--- src/rtl/ram_arbiter.sv ---
// ram_arbiter: post-reset fill of a shared single-port RAM, then round-robin
// sharing between two requesters, one full read or write per grant.
module ram_arbiter #(
    parameter int unsigned AW      = 10,
    parameter int unsigned DW      = 8,
    parameter bit          INIT_EN = 1'b1
) (
    input  logic          clk,
    input  logic          rst_n,
    input  logic          req0,
    input  logic          req1,
    input  logic          we0,
    input  logic          we1,
    input  logic [AW-1:0] addr0,
    input  logic [AW-1:0] addr1,
    input  logic [DW-1:0] wdata0,
    input  logic [DW-1:0] wdata1,
    output logic          gnt0,
    output logic          gnt1,
    output logic          ack0,
    output logic          ack1,
    output logic [DW-1:0] rdata0,
    output logic [DW-1:0] rdata1,
    output logic          init_busy,
    output logic [AW-1:0] ram_addr,
    output logic [DW-1:0] ram_din,
    output logic          ram_we,
    output logic          ram_sel,
    input  logic [DW-1:0] ram_dout
);

    typedef enum logic [2:0] {
        StInit,
        StIdle,
        StAccess,
        StCapture,
        StAck
    } state_e;

    localparam logic [AW-1:0] KMax = '1;

    state_e        state_q, state_d;
    logic [AW-1:0] k_q, k_d;
    logic          last_q, last_d;
    logic          gnt_idx_q, gnt_idx_d;
    logic          we_q, we_d;
    logic [AW-1:0] addr_q, addr_d;
    logic [DW-1:0] wdata_q, wdata_d;
    logic [DW-1:0] rdata0_q, rdata0_d;
    logic [DW-1:0] rdata1_q, rdata1_d;

    // Fill pattern (2*k) mod 2^DW, computed in DW bits so the shift drops the carry.
    logic [DW-1:0] k_dw;
    logic [DW-1:0] fill_pat;
    assign k_dw     = DW'(k_q);
    assign fill_pat = k_dw << 1;

    assign rdata0 = rdata0_q;
    assign rdata1 = rdata1_q;

    // State register; last resets to 1 so the first contested grant goes to requester 0.
    always_ff @(posedge clk or negedge rst_n) begin
        if (!rst_n) begin
            if (INIT_EN) begin
                state_q <= StInit;
            end else begin
                state_q <= StIdle;
            end
            k_q       <= '0;
            last_q    <= 1'b1;
            gnt_idx_q <= 1'b0;
            we_q      <= 1'b0;
            addr_q    <= '0;
            wdata_q   <= '0;
            rdata0_q  <= '0;
            rdata1_q  <= '0;
        end else begin
            state_q   <= state_d;
            k_q       <= k_d;
            last_q    <= last_d;
            gnt_idx_q <= gnt_idx_d;
            we_q      <= we_d;
            addr_q    <= addr_d;
            wdata_q   <= wdata_d;
            rdata0_q  <= rdata0_d;
            rdata1_q  <= rdata1_d;
        end
    end

    // Next-state, arbitration and RAM/handshake output decode.
    always_comb begin
        logic pick;
        pick      = 1'b0;
        state_d   = state_q;
        k_d       = k_q;
        last_d    = last_q;
        gnt_idx_d = gnt_idx_q;
        we_d      = we_q;
        addr_d    = addr_q;
        wdata_d   = wdata_q;
        rdata0_d  = rdata0_q;
        rdata1_d  = rdata1_q;
        gnt0      = 1'b0;
        gnt1      = 1'b0;
        ack0      = 1'b0;
        ack1      = 1'b0;
        init_busy = 1'b0;
        ram_addr  = '0;
        ram_din   = '0;
        ram_we    = 1'b0;
        ram_sel   = 1'b0;

        case (state_q)
            StInit: begin
                init_busy = 1'b1;
                ram_sel   = 1'b1;
                ram_we    = 1'b1;
                ram_addr  = k_q;
                ram_din   = fill_pat;
                k_d       = k_q + 1'b1;
                if (k_q == KMax) begin
                    state_d = StIdle;
                end
            end
            StIdle: begin
                if (req0 || req1) begin
                    // Contested: pick whoever was not served last.
                    pick      = (req0 && req1) ? ~last_q : req1;
                    gnt_idx_d = pick;
                    last_d    = pick;
                    we_d      = pick ? we1 : we0;
                    addr_d    = pick ? addr1 : addr0;
                    wdata_d   = pick ? wdata1 : wdata0;
                    state_d   = StAccess;
                end
            end
            StAccess: begin
                gnt0     = ~gnt_idx_q;
                gnt1     = gnt_idx_q;
                ram_sel  = 1'b1;
                ram_we   = we_q;
                ram_addr = addr_q;
                ram_din  = wdata_q;
                state_d  = StCapture;
            end
            StCapture: begin
                gnt0 = ~gnt_idx_q;
                gnt1 = gnt_idx_q;
                // ram_dout is valid this cycle after the read strobe in ACCESS.
                if (!we_q) begin
                    if (gnt_idx_q) begin
                        rdata1_d = ram_dout;
                    end else begin
                        rdata0_d = ram_dout;
                    end
                end
                state_d = StAck;
            end
            StAck: begin
                gnt0    = ~gnt_idx_q;
                gnt1    = gnt_idx_q;
                ack0    = ~gnt_idx_q;
                ack1    = gnt_idx_q;
                state_d = StIdle;
            end
            default: begin
                state_d = StIdle;
            end
        endcase
    end

endmodule

--- config.mk ---
export PLATFORM = sky130hd
export DESIGN_NAME = ram_arbiter
export DESIGN_NICKNAME = d
export VERILOG_FILES = /design/src/rtl/ram_arbiter.sv
export SDC_FILE = /design/constraint.sdc
export NUM_CORES = 1
export LEC_CHECK = 0
export BUFFER_PORTS_ARGS = -buffer_cell sky130_fd_sc_hd__buf_2
export CAP_MARGIN = 15
export CORE_ASPECT_RATIO = 0.9
export CORE_MARGIN = 2
export CORE_UTILIZATION = 53
export CTS_CLUSTER_SIZE = 10
export DETAILED_ROUTE_END_ITERATION = 7
export GPL_TIMING_DRIVEN = 0
export PLACE_DENSITY = 0.84
export SYNTH_ARGS = -nofsm -noshare
export SYNTH_HDL_FRONTEND = slang
export SYNTH_SLANG_ARGS = --single-unit
--- constraint.sdc ---
create_clock -name clk -period 3.4 [get_ports clk]
set_input_delay 0.68 -clock clk [delete_from_list [all_inputs] [get_ports clk]]
set_output_delay 0.68 -clock clk [all_outputs]
set_load 0.005 [all_outputs]
-- Word-level counts from Yosys, hierarchy flattened
Cells that the tools add are included.
- muxes and demuxes: 16
- bitwise gates (word level): 3
- reduce and logical (&&, ||, !) cells: 9
- add/subtract/negate cells: 1
- eq/ne operators: 7
- operators by type and width (cell ; count):
    $pmux W10 S2 ; 1
    $pmux W8 S2 ; 1
    $pmux W3 S4 ; 1
    $add A10 B1 Y10 const B ; 1
    $eq A10 B10 Y1 const B ; 1
    $mux W10 ; 1
    $mux W1 ; 8
    $mux W8 ; 1
    $eq A3 B2 Y1 const B ; 2
    $mux W3 ; 2
    $reduce_and A3 Y1 ; 2
    $ne A2 B2 Y1 const B ; 2
    $reduce_and A2 Y1 ; 2
    $eq A3 B1 Y1 const B ; 1
    $eq A3 B3 Y1 const B ; 1
    $logic_not A3 Y1 ; 1
    $not A1 Y1 ; 3
    $reduce_or A3 Y1 ; 1
    $pmux W1 S2 ; 1
    $reduce_or A2 Y1 ; 1
    $logic_and A1 B1 Y1 ; 1
    $logic_or A1 B1 Y1 ; 1
- logic and storage cells: 45
- output and inout port bits: 41
- register bits after elaboration: 50

-- Longest topological paths before layout
Gate-level depths: netlist of run 1.
- word-level depth: 3
- gate-level depth with buffers: 5

-- Worst setup path before layout of run 1
OpenSTA, ideal clock, no wires.
- path type: flip-flop to output port
- start point: register state_q[2]
- end point: output port ram_addr[0]
- slack: 1400 ps
- stages on the path, launching flop included: 6
- required time: 2720 ps
- arrival time: 1320 ps
- buffers on the path: 3
- cell sequence: dfrtp_1 > buf_2 > or2_2 > buf_2 > buf_1 > a21oi_1
- longest elaborated chain between the ends: 2
- elaborated cells between the ends (all ways): 3
- those cells by class: 1 x eq/ne; 1 x mux; 1 x reduce/logical
- ends and longest elaborated chain (what ; RTL line ; RTL):
    start: declaration ; 42 ; state_e state_q, state_d;
    start signal: assignment ; 65 ; state_q <= StInit;
    start signal: assignment ; 67 ; state_q <= StIdle;
    start signal: assignment ; 78 ; state_q <= state_d;
    $eq A3 B2 Y1 or $logic_not A3 Y1 (tied branches) ; 113 ; case (state_q)
    $pmux W10 S2 (*) ; 113 ;
    end: declaration ; 25 ; output logic [AW-1:0] ram_addr,
Every way passes the cells marked *; elsewhere a longest branch is shown, timed or not.

-- Final worst setup path of run 1
- start point: register state_q[1]
- end point: output port ram_addr[3]
The elaborated chain is that of the path after synthesis.

==> summary.txt, run 1 <==
CTS
  • Post-CTS setup buffers: 0
  • Post-CTS Hold Fix Bufs: 0
  • Post-CTS resize count: 0
  • CTS tree: built
  • CTS buffer count: 5
  • H-Tree Depth: 2
  • Clock root buffer: clkbuf_8
  • Worst-path clk slew: around 0.09 ns
  • Clock tree sinks: 50
  • Maximum clock path buffer count: 2
  • Later-pin clock latency in the skew report: about 0.31 ns

Timing
  • Period utilization: 78.2%
  • Final Critical Period: 2.66 ns
  • Final setup fails: 0
  • Setup_tns: 0 ns
  • Final Skew: 0.00653 ns
  • Worst Tran Pin Value: 0.630 ns
  • Peak Freq: 376 MHz
  • Final Max Tran Viols: 0
  • Normalized max-slew margin: between 50% and 60%
  • Final Hold Fails: 0
  • RSZ-0062 raised after global routing: no

Run
  • Number of max-cap violations: 0

Synth
  • Post-Syn Area: roughly 2600 µm²
  • Main synth FF type: dfrtp_1
  • Largest area contributor in the synthesized netlist: dfrtp_1
  • Register area share after synthesis: between 40% and 50%
  • Syn. warnings: 0
  • Syn nets: around 270
  • Seq cells post-synth: 50
  • Average size of a mapped cell: around 12 µm²
  • Cells after synthesis: around 220
  • Main area contributors after synthesis: dfrtp_1, mux2_2, mux2_4
  • Synth unique cells: 38
  • Post-synth ARST share: 100%
  • Number of synthesized flops with an enable pin: 0
  • Area share of the largest cell type after synthesis: between 40 and 50%

Finish
  • Layout Nets: 366
  • Fillers: 345
  • Most frequent cells in the layout: buf_2, dfrtp_1, mux2_2
  • Finished Cell Area: ~3200 µm²
  • Commonest non-fill, non-tap cell in the layout: buf_2
  • Ant diodes: 0
  • Layout cells sized above 1: a little over half
  • Area grow syn2layout: 24.9%

Run status
  • Status: finished, final reports clean

Global routing
  • Antenna violations before repair: 0
  • Vias in the first global route: 2026
  • GRT Resource Usage Total: 23.2%
  • Largest net degree at the start of global routing: 51
  • GR Overflow Total: 0
  • First-pass GRT wire length: just under 10000 µm

Setup path
  • Max incr delay on CP: 0.41 ns
  • Worst EP required: between 2 and 3 ns
  • Worst path slowest cell: clkbuf_1
  • Crit Path Max Fanout: 10
  • Data arrival time of the worst path: 1.98 ns
  • Worst Setup Path Type: flop to output pin
  • Worst setup EP type: output pin
  • CP cell instances: buf_2 -> clkbuf_1 -> clkbuf_1 -> nand2_1 -> a21oi_1 -> buf_2
  • Startpoint types: flop

Pwr
  • VDD IR-drop max: ~0.00042 V
  • Total leakage power: 1.57 nW
  • Power per cell area: 853 nW/µm²

Place
  • GPL Wtd Cong: a little under 0.8
  • Post-DP HPWL: 4370 µm
  • IO Port Bufs: 90
  • Placed instance area: a little over 3000 µm²

Detailed routing
  • Via density: ~5.3
  • DR DRC count: 0
  • Drt total wl: ~6000 µm
  • Initial DRC count: roughly 190
  • Initial DRT Pass Iterations: 4
  • Vias: around 2000
  • Per-cell routed wire length: between 15 and 20 µm
  • DRT antenna net count: 0

Floorplanning
  • Die height: around 70 µm
  • Core area: 4550 µm²
  • Die Wd: 77.3 µm
  • IO Count: roughly 90
  • Die area: around 5400 µm²
  • Initial Utilization: 56.4%
  • Site Rows: 23

Hold path
  • Hold/Removal Path Class: primary input to asynchronous set/reset pin
-- state kept, by name (all words and copies together) (netlist names) --
| register | cells |
|---|---|
| state_q | 3 |
| addr_q | 10 |
| rdata0 | 8 |
| rdata1 | 8 |
| we_q | 1 |
| wdata_q | 8 |
| k_q | 10 |
| gnt_idx_q | 1 |
| last_q | 1 |
-- logic make-up (layout without fill, tap and decap cells) --
kind of cell / Yosys count / count (layout) / share of synthesized area [%]
buffers and inverters: 18 / 117 / 3.27
DFF: 50 / 50 / 48.9
xor gates and xnor gates: 9 / 9 / 3.08
AOI/OAI and AO/OA: 25 / 25 / 5.42
muxes: 59 / 59 / 26.8
adders and majority gates: 1 / 1 / 0.488
and+or+nand+nor: 55 / 55 / 12.1
-- routing by layer --
| layer | share of wire [%] | track usage (%) | wire, µm |
|---|---|---|---|
| met1 | 43 | 30.9 | 2560 |
| met2 | 51 | 36.8 | 3010 |
| met3 | 5.0 | 5.30 | 295 |
| met4 | 1.5 | 9.72 | 89 |
| met5 | 0 | 0 | 0 |
-- where the power goes --
| group | leakage (nW) | internal (mW) | switching, mW | total (mW) |
|---|---|---|---|---|
| clock | 0.0455 | 0.166 | 0.193 | 0.359 |
| sequential | 0.604 | 0.881 | 0.204 | 1.08 |
| combinational | 0.919 | 0.681 | 0.606 | 1.29 |
| total | 1.57 | 1.73 | 1.00 | 2.73 |
-- cell type report --
class	instances	area (µm²)	area share [%]
flip-flops and latches	50	1250	39.1
multi-input cells	149	1230	38.3
repair buffers	91	470	14.7
clock buffers	8	90.1	2.81
well taps	62	77.6	2.42
plain buffers	12	61.3	1.92
inverters	6	22.5	0.704
-- Yosys cell counts, types with 2 or more instances --
cell and instances:
mux2_4 8, xnor2_1 6, inv_1 6, o21ai_0 2, clkbuf_1 2, nand4_1 3, nand2_1 18, and3_2 2
xor2_1 3, buf_1 2, nor3_1 3, dfrtp_1 49, nand3_1 2, mux2i_1 6, buf_2 7, nand2b_1 8
a21oi_1 17, nor2_1 8, o31ai_1 2, mux2_2 45
-- through the flow --
| stage | utilization [%] | total power, mW | hold WS, ns | setup slack (ns) | cells |
|---|---|---|---|---|---|
| after floorplan | - | 1.89 | 0.384 | 1.40 | 217 |
| after global placement | 68.0 | 2.32 | 0.482 | 1.09 | 369 |
| after detailed placement | 68.0 | 2.37 | 0.489 | 1.08 | 369 |
| after CTS | 70.0 | 2.73 | 0.505 | 0.737 | 377 |
| after global routing | 70.4 | 2.92 | 0.237 | 0.557 | 378 |
| final | 70.4 | 2.73 | 0.236 | 0.740 | 378 |
-- worst paths after layout --
kind                             from           to  slack (ns)  depth (start not counted)
max                        state_q[1]  ram_addr[3]        0.74                          6
min                             rst_n   wdata_q[0]        0.24                          1
max reg2reg                state_q[1]    addr_q[5]        1.63                          5
min reg2reg                 rdata0[3]    rdata0[3]        0.51                          1
max in group asynchronous       rst_n       last_q        2.61                          2
min in group clk            rdata0[3]    rdata0[3]        0.51                          1
-- critical path, delay by kind of cell, from the launching register on --
family,cells,cell delay [ns]
compound gates,1,0.17
simple gates,1,0.11
flops,1,0.33
buf+inv,4,1.06
Note: power is estimated with default switching activity, not from simulation.
==> run 2: changes to the inputs <==
--- a/config.mk
+++ b/config.mk
@@ -9,11 +9,11 @@
 export CAP_MARGIN = 15
 export CORE_ASPECT_RATIO = 0.9
 export CORE_MARGIN = 2
-export CORE_UTILIZATION = 53
+export CORE_UTILIZATION = 50
 export CTS_CLUSTER_SIZE = 10
 export DETAILED_ROUTE_END_ITERATION = 7
 export GPL_TIMING_DRIVEN = 0
-export PLACE_DENSITY = 0.84
+export PLACE_DENSITY = 0.8
 export SYNTH_ARGS = -nofsm -noshare
 export SYNTH_HDL_FRONTEND = slang
 export SYNTH_SLANG_ARGS = --single-unit
==> constraint.sdc (replaced) <==
create_clock -name clk -period 2.5 [get_ports clk]
set_input_delay 0.5 -clock clk [delete_from_list [all_inputs] [get_ports clk]]
set_output_delay 0.5 -clock clk [all_outputs]
set_load 0.005 [all_outputs]
==> run 2 against run 1 <==
Net effect: total power up 34%; setup slack lost 0.62 ns; combinational power up 36%; highest routed layer unchanged.
==> summary.txt, run 2 (synthesis results as in run 1) <==
Setup path
  • R2r startpoint: state_q[1]
  • Worst Setup Path Type: flop to output pin
  • Worst setup EP type: output pin
  • Data arrival time of the worst path: around 1.9 ns
  • Worst EP required: around 2.0 ns
  • CP startpoint: state_q[2]
  • FF-to-FF path depth: 5
  • Worst R2R Setup Slack: between 0.7 and 0.8 ns
  • Critical path capture point: ram_addr[4]
  • Startpoint types: flop
  • RR Endpoint: wdata_q[7]
  • Crit Path Max Fanout: 10

Global routing
  • First-pass GRT wire length: 9640 µm
  • Met3 usage: under 10%
  • Met2 usage: 35.3%
  • Largest net degree at the start of global routing: approximately 50
  • Antenna violations before repair: 0
  • Met1 GRT Util: roughly 30%
  • Vias in the first global route: a little over 2000
  • GRT Resource Usage Total: a little over a fifth
  • GR peak layer: met2
  • GR Overflow Total: 0

Timing
  • Final Skew: between 0.009 and 0.01 ns
  • RSZ-0062 raised after global routing: no
  • Fin Hold WS: between 0.09 and 0.1 ns
  • Worst Tran Pin Value: about 0.6 ns
  • Final Max Tran Viols: 0
  • Peak Freq: ~420 MHz
  • Final Critical Period: ~2.4 ns
  • Normalized max-slew margin: about three fifths
  • Final setup fails: 0
  • Final Hold Fails: 0
  • Period utilization: around 95%
  • Setup_tns: 0 ns

Pwr
  • VDD IR-drop max: approximately 0.0005 V
  • Sw Share: between 30% and 40%
  • Power per cell area: around 1100 nW/µm²
  • Clk pwr share: between 10% and 20%
  • Total leakage power: ~1.6 nW
  • Int Power: roughly 2.3 mW
  • NetSw: around 1.3 mW
  • Sequential share of power: approximately 40%
  • Comb pwr share: between 40% and 50%

Place
  • IO Port Bufs: 90
  • Post-DP HPWL: roughly 4300 µm
  • GPL Wtd Cong: between 0.8 and 0.9

Floorplanning
  • Initial Utilization: between 50% and 60%
  • Die height: slightly above 70 µm
  • Die Wd: 79.5 µm
  • Site Rows: 24
  • Core area: 4890 µm²
  • IO Count: between 90 and 100
  • Die area: between 5000 and 6000 µm²

Detailed routing
  • DRT antenna net count: 0
  • Initial DRT Pass Iterations: 4
  • Vias: between 1500 and 2000
  • Initial DRC count: 150
  • DR DRC count: 0
  • Per-cell routed wire length: about 15 µm
  • Via density: between 5 and 6
  • Drt total wl: 5820 µm

Finish
  • Biggest regs: addr_q x10, k_q x10
  • Commonest non-fill, non-tap cell in the layout: buf_2
  • Ant diodes: 0
  • Layout cells sized above 1: 53.2%
  • Layout Nets: around 370
  • Most frequent cells in the layout: buf_2, dfrtp_1, mux2_2
  • Area grow syn2layout: 24.8%

CTS
  • H-Tree Depth: 2
  • Clock tree sinks: 50
  • Later-pin clock latency in the skew report: around 0.30 ns
  • CTS buffer count: 5
  • Maximum clock path buffer count: 2
  • Post-CTS setup buffers: 0
  • Worst-path clk slew: 0.09 ns
  • CTS tree: built
  • Clock root buffer: clkbuf_8

Hold path
  • Hold/Removal Path Class: primary input to asynchronous set/reset pin

Run status
  • Status: finished, final reports clean

Run
  • Number of max-cap violations: 0
-- run 2: critical path, cell delays in order, from the launching register on --
cell and delay, ns:
dfrtp_1 0.41, buf_2 0.19, or2_2 0.28, buf_2 0.20, buf_2 0.21, a21oi_1 0.15, buf_2 0.13
-- run 2: per-layer routing --
layer,vias up,routed length [µm]
met1,972,2520
met4,0,80
met2,46,3000
met5,-,0
li1,959,-
met3,9,219
-- run 2: cell type report --
type	count	area, µm²
inverters	6	22.5
well taps	65	81.3
fillers	406	1700
plain buffers	12	65.1
clock buffers	8	80.1
repair buffers	91	470
flip-flops and latches	50	1250
multi-input cells	149	1230
-- run 2: per-stage QoR --
| stage | instances | utilization [%] | total power [mW] | instance area [µm²] | worst slack (ns) |
|---|---|---|---|---|---|
| floorplan | 217 | - | 2.58 | 2560 | 0.680 |
| global placement | 372 | 63.2 | 3.16 | 3090 | 0.355 |
| detailed placement | 372 | 63.2 | 3.23 | 3090 | 0.341 |
| CTS | 380 | 64.9 | 3.69 | 3180 | 0.0329 |
| global route | 381 | 65.3 | 3.95 | 3200 | 0.00912 |
| finish | 381 | 65.3 | 3.67 | 3200 | 0.119 |
-- run 2: worst min path at each step --
stage,startpoint,to,slack [ns],cells after the start
2_1_floorplan,rst_n,addr_q[0],0.20,0
3_3_place_gp,k_q[9],k_q[9],0.48,1
3_5_place_dp,rdata0[3],rdata0[3],0.49,1
4_1_cts,req0,last_q,0.41,2
5_1_grt,rst_n,wdata_q[0],0.1,1
6_report,rst_n,k_q[5],0.09,1
-- run 2: what timing repair did --
item | CTS | global route
gates resized for setup | 1 | 4
pin swaps | 0 | 0
gates cloned | 0 | 0
hold buffers | 0 | 0
setup endpoints to repair | 4 | 10
endpoints found under the hold margin | 0 | 0
-- run 2: power groups by stage --
stage,clock network [mW],registers (mW),logic [mW]
4_1_cts,0.455,1.47,1.77
6_report,0.448,1.47,1.75
5_1_grt,0.499,1.53,1.92
2_1_floorplan,0,1.43,1.14
3_5_place_dp,0,1.48,1.75
3_3_place_gp,0,1.46,1.70
==> run 3: changes to the inputs <==
==> config.mk (replaced) <==
export PLATFORM = sky130hd
export DESIGN_NAME = ram_arbiter
export DESIGN_NICKNAME = d
export VERILOG_FILES = /design/src/rtl/ram_arbiter.sv
export SDC_FILE = /design/constraint.sdc
export NUM_CORES = 1
export LEC_CHECK = 0
export CAP_MARGIN = 15
export CORE_ASPECT_RATIO = 0.9
export CORE_MARGIN = 2
export CORE_UTILIZATION = 60
export CTS_CLUSTER_SIZE = 10
export DETAILED_ROUTE_END_ITERATION = 7
export DONT_BUFFER_PORTS = 1
export GPL_TIMING_DRIVEN = 0
export PLACE_DENSITY = 0.76
export SYNTH_ARGS = -nofsm -noshare
export SYNTH_HDL_FRONTEND = slang
export SYNTH_SLANG_ARGS = --single-unit
==> run 3 against run 2 <==
Net effect: total power down 5.2%; cell count down 28%; clock skew down 0.0027 ns; sequential share of layout area up 6.0 points; non-clock buffer count down 90; critical path depth down 1; clock power up 20%; setup slack better by 0.042 ns; sequential power up 3%.
==> summary.txt, run 3 (synthesis results as in run 1) <==
Timing
  • Normalized max-slew margin: 59.0%
  • Final Hold Fails: 0
  • Final setup fails: 0
  • Setup WS post-layout: between 0.15 and 0.2 ns
  • Period utilization: about 94%
  • Worst Tran Pin Value: about 0.61 ns
  • Setup_tns: 0 ns
  • Final Critical Period: about 2.3 ns
  • Peak Freq: roughly 430 MHz
  • Final Skew: 0.00645 ns
  • Final Max Tran Viols: 0
  • RSZ-0062 raised after global routing: no

Floorplanning
  • IO Count: between 90 and 100
  • Site Rows: 22
  • Initial Utilization: between 60% and 70%
  • Die Wd: between 70 and 80 µm
  • Core area: between 4000 and 5000 µm²
  • Die height: roughly 66 µm
  • Die area: 4810 µm²

Pwr
  • Sequential share of power: 43.6%
  • Sw Share: about 37%
  • Int Power: about 2.2 mW
  • Power per cell area: between 1000 and 1500 nW/µm²
  • VDD IR-drop max: 0.000602 V
  • Total leakage power: ~1.2 nW
  • Comb pwr share: between 40% and 50%
  • NetSw: between 1 and 1.5 mW
  • Clk pwr share: between 15 and 20%

Run
  • Number of max-cap violations: 0

Finish
  • Finished Cell Area: 2770 µm²
  • Biggest regs: addr_q x10, k_q x10
  • Filler-free cell count of the finished design: around 270
  • Layout cells sized above 1: between 30% and 40%
  • Layout Nets: roughly 280
  • Ant diodes: 0
  • Commonest non-fill, non-tap cell in the layout: dfrtp_1
  • Most frequent cells in the layout: dfrtp_1, mux2_2, nand2_1
  • Fillers: around 300
  • Area grow syn2layout: 8.11%

Global routing
  • Vias in the first global route: approximately 1700
  • Largest net degree at the start of global routing: 50
  • GRT Resource Usage Total: a little under a quarter
  • GR Overflow Total: 0
  • Antenna violations before repair: 0
  • First-pass GRT wire length: roughly 8400 µm

Setup path
  • Startpoint types: flop
  • Worst setup EP type: output pin
  • Most frequent CP cell: buf_2
  • RR Endpoint: addr_q[9]
  • Data arrival time of the worst path: ~1.8 ns
  • CP startpoint: state_q[2]
  • Critical path capture point: ram_addr[4]
  • Worst R2R Setup Slack: approximately 0.72 ns
  • CP cell instances: buf_2 -> or2_2 -> buf_2 -> clkbuf_2 -> a21oi_1
  • Max incr delay on CP: 0.41 ns
  • Worst path slowest cell: dfrtp_1
  • FF-to-FF path depth: 5
  • Worst EP required: about 2 ns
  • R2r startpoint: state_q[1]
  • Worst Setup Path Type: flop to output pin
  • Crit Path Max Fanout: 10

Detailed routing
  • Per-cell routed wire length: ~20 µm
  • Initial DRT Pass Iterations: 7
  • Initial DRC count: 49
  • DR DRC count: 0
  • Via density: ~6
  • Drt total wl: approximately 5300 µm
  • DRT antenna net count: 0
  • Vias: 1663

CTS
  • Clock root buffer: clkbuf_8
  • Worst-path clk slew: about 0.09 ns
  • CTS buffer count: 5
  • Post-CTS setup buffers: 0
  • CTS tree: built
  • H-Tree Depth: 2
  • Clock tree sinks: 50
  • Later-pin clock latency in the skew report: 0.30 ns
  • Maximum clock path buffer count: 2

Place
  • Placed instance area: 2620 µm²
  • IO Port Bufs: 0
  • Inst Count DP: 265
  • Place WS: roughly 0.44 ns
  • GPL Wtd Cong: between 0.8 and 0.9
  • Post-DP HPWL: 3890 µm

Run status
  • Status: finished, final reports clean

Hold path
  • Hold/Removal Path Class: primary input to asynchronous set/reset pin
## run 3: layout make-up
class / count / area, µm² / area share, %
Clock buffer: 8 / 110 / 3.97
Inverter: 6 / 22.5 / 0.813
Buffer: 12 / 63.8 / 2.30
Multi-Input combinational cell: 149 / 1230 / 44.5
Sequential cell: 50 / 1250 / 45.2
Tap cell: 48 / 60.1 / 2.17
Timing Repair Buffer: 1 / 27.5 / 0.994
## run 3: worst min path at each step
stage                           end   from  depth (start not counted)  slack, ns
final                        k_q[3]  rst_n                          1       0.03
after global routing         last_q  rst_n                          0       0.02
after CTS                    last_q  rst_n                          0       0.03
after detailed placement     k_q[3]  rst_n                          0       0.21
after global placement       k_q[0]  rst_n                          0       0.21
after floorplan           addr_q[0]  rst_n                          0       0.20
## run 3: per-layer routing
| layer | routed length, µm | GRT usage, % | vias up | share of wire (%) |
|---|---|---|---|---|
| met4 | 87 | 9.03 | 0 | 1.6 |
| met1 | 2410 | 32.9 | 806 | 45 |
| met3 | 447 | 6.71 | 9 | 8.4 |
| met5 | 0 | 0 | - | 0 |
| met2 | 2410 | 33.1 | 69 | 45 |
| li1 | - | - | 779 | - |
## run 3: per-stage QoR
step	hold slack (ns)	power, mW	util (%)
detailed placement	0.206	2.92	63.9
finish	0.0336	3.48	67.5
CTS	0.0271	3.47	67.3
global placement	0.206	2.82	63.9
global route	0.0189	3.71	67.5
floorplan	0.204	2.58	-
## run 3: what timing repair did
| item | CTS | global route |
|---|---|---|
| hold buffers | 1 | 0 |
| hold endpoints to repair | 49 | 0 |
| setup endpoints to repair | 0 | 4 |
| gates resized for setup | 0 | 5 |
## run 3: worst max-delay path, delay by kind of cell (launching register included)
| family | cells | cell delay, ns |
|---|---|---|
| AOI/OAI and AO/OA | 1 | 0.22 |
| buffers and inverters | 3 | 0.62 |
| DFF | 1 | 0.41 |
| and+or+nand+nor | 1 | 0.28 |
## run 3: power by group through the flow
stage | clock (mW) | sequential, mW | combinational, mW
after floorplan | 0 | 1.43 | 1.14
after global placement | 0 | 1.50 | 1.32
after detailed placement | 0 | 1.53 | 1.39
after CTS | 0.544 | 1.51 | 1.42
after global routing | 0.580 | 1.57 | 1.57
final | 0.536 | 1.51 | 1.43
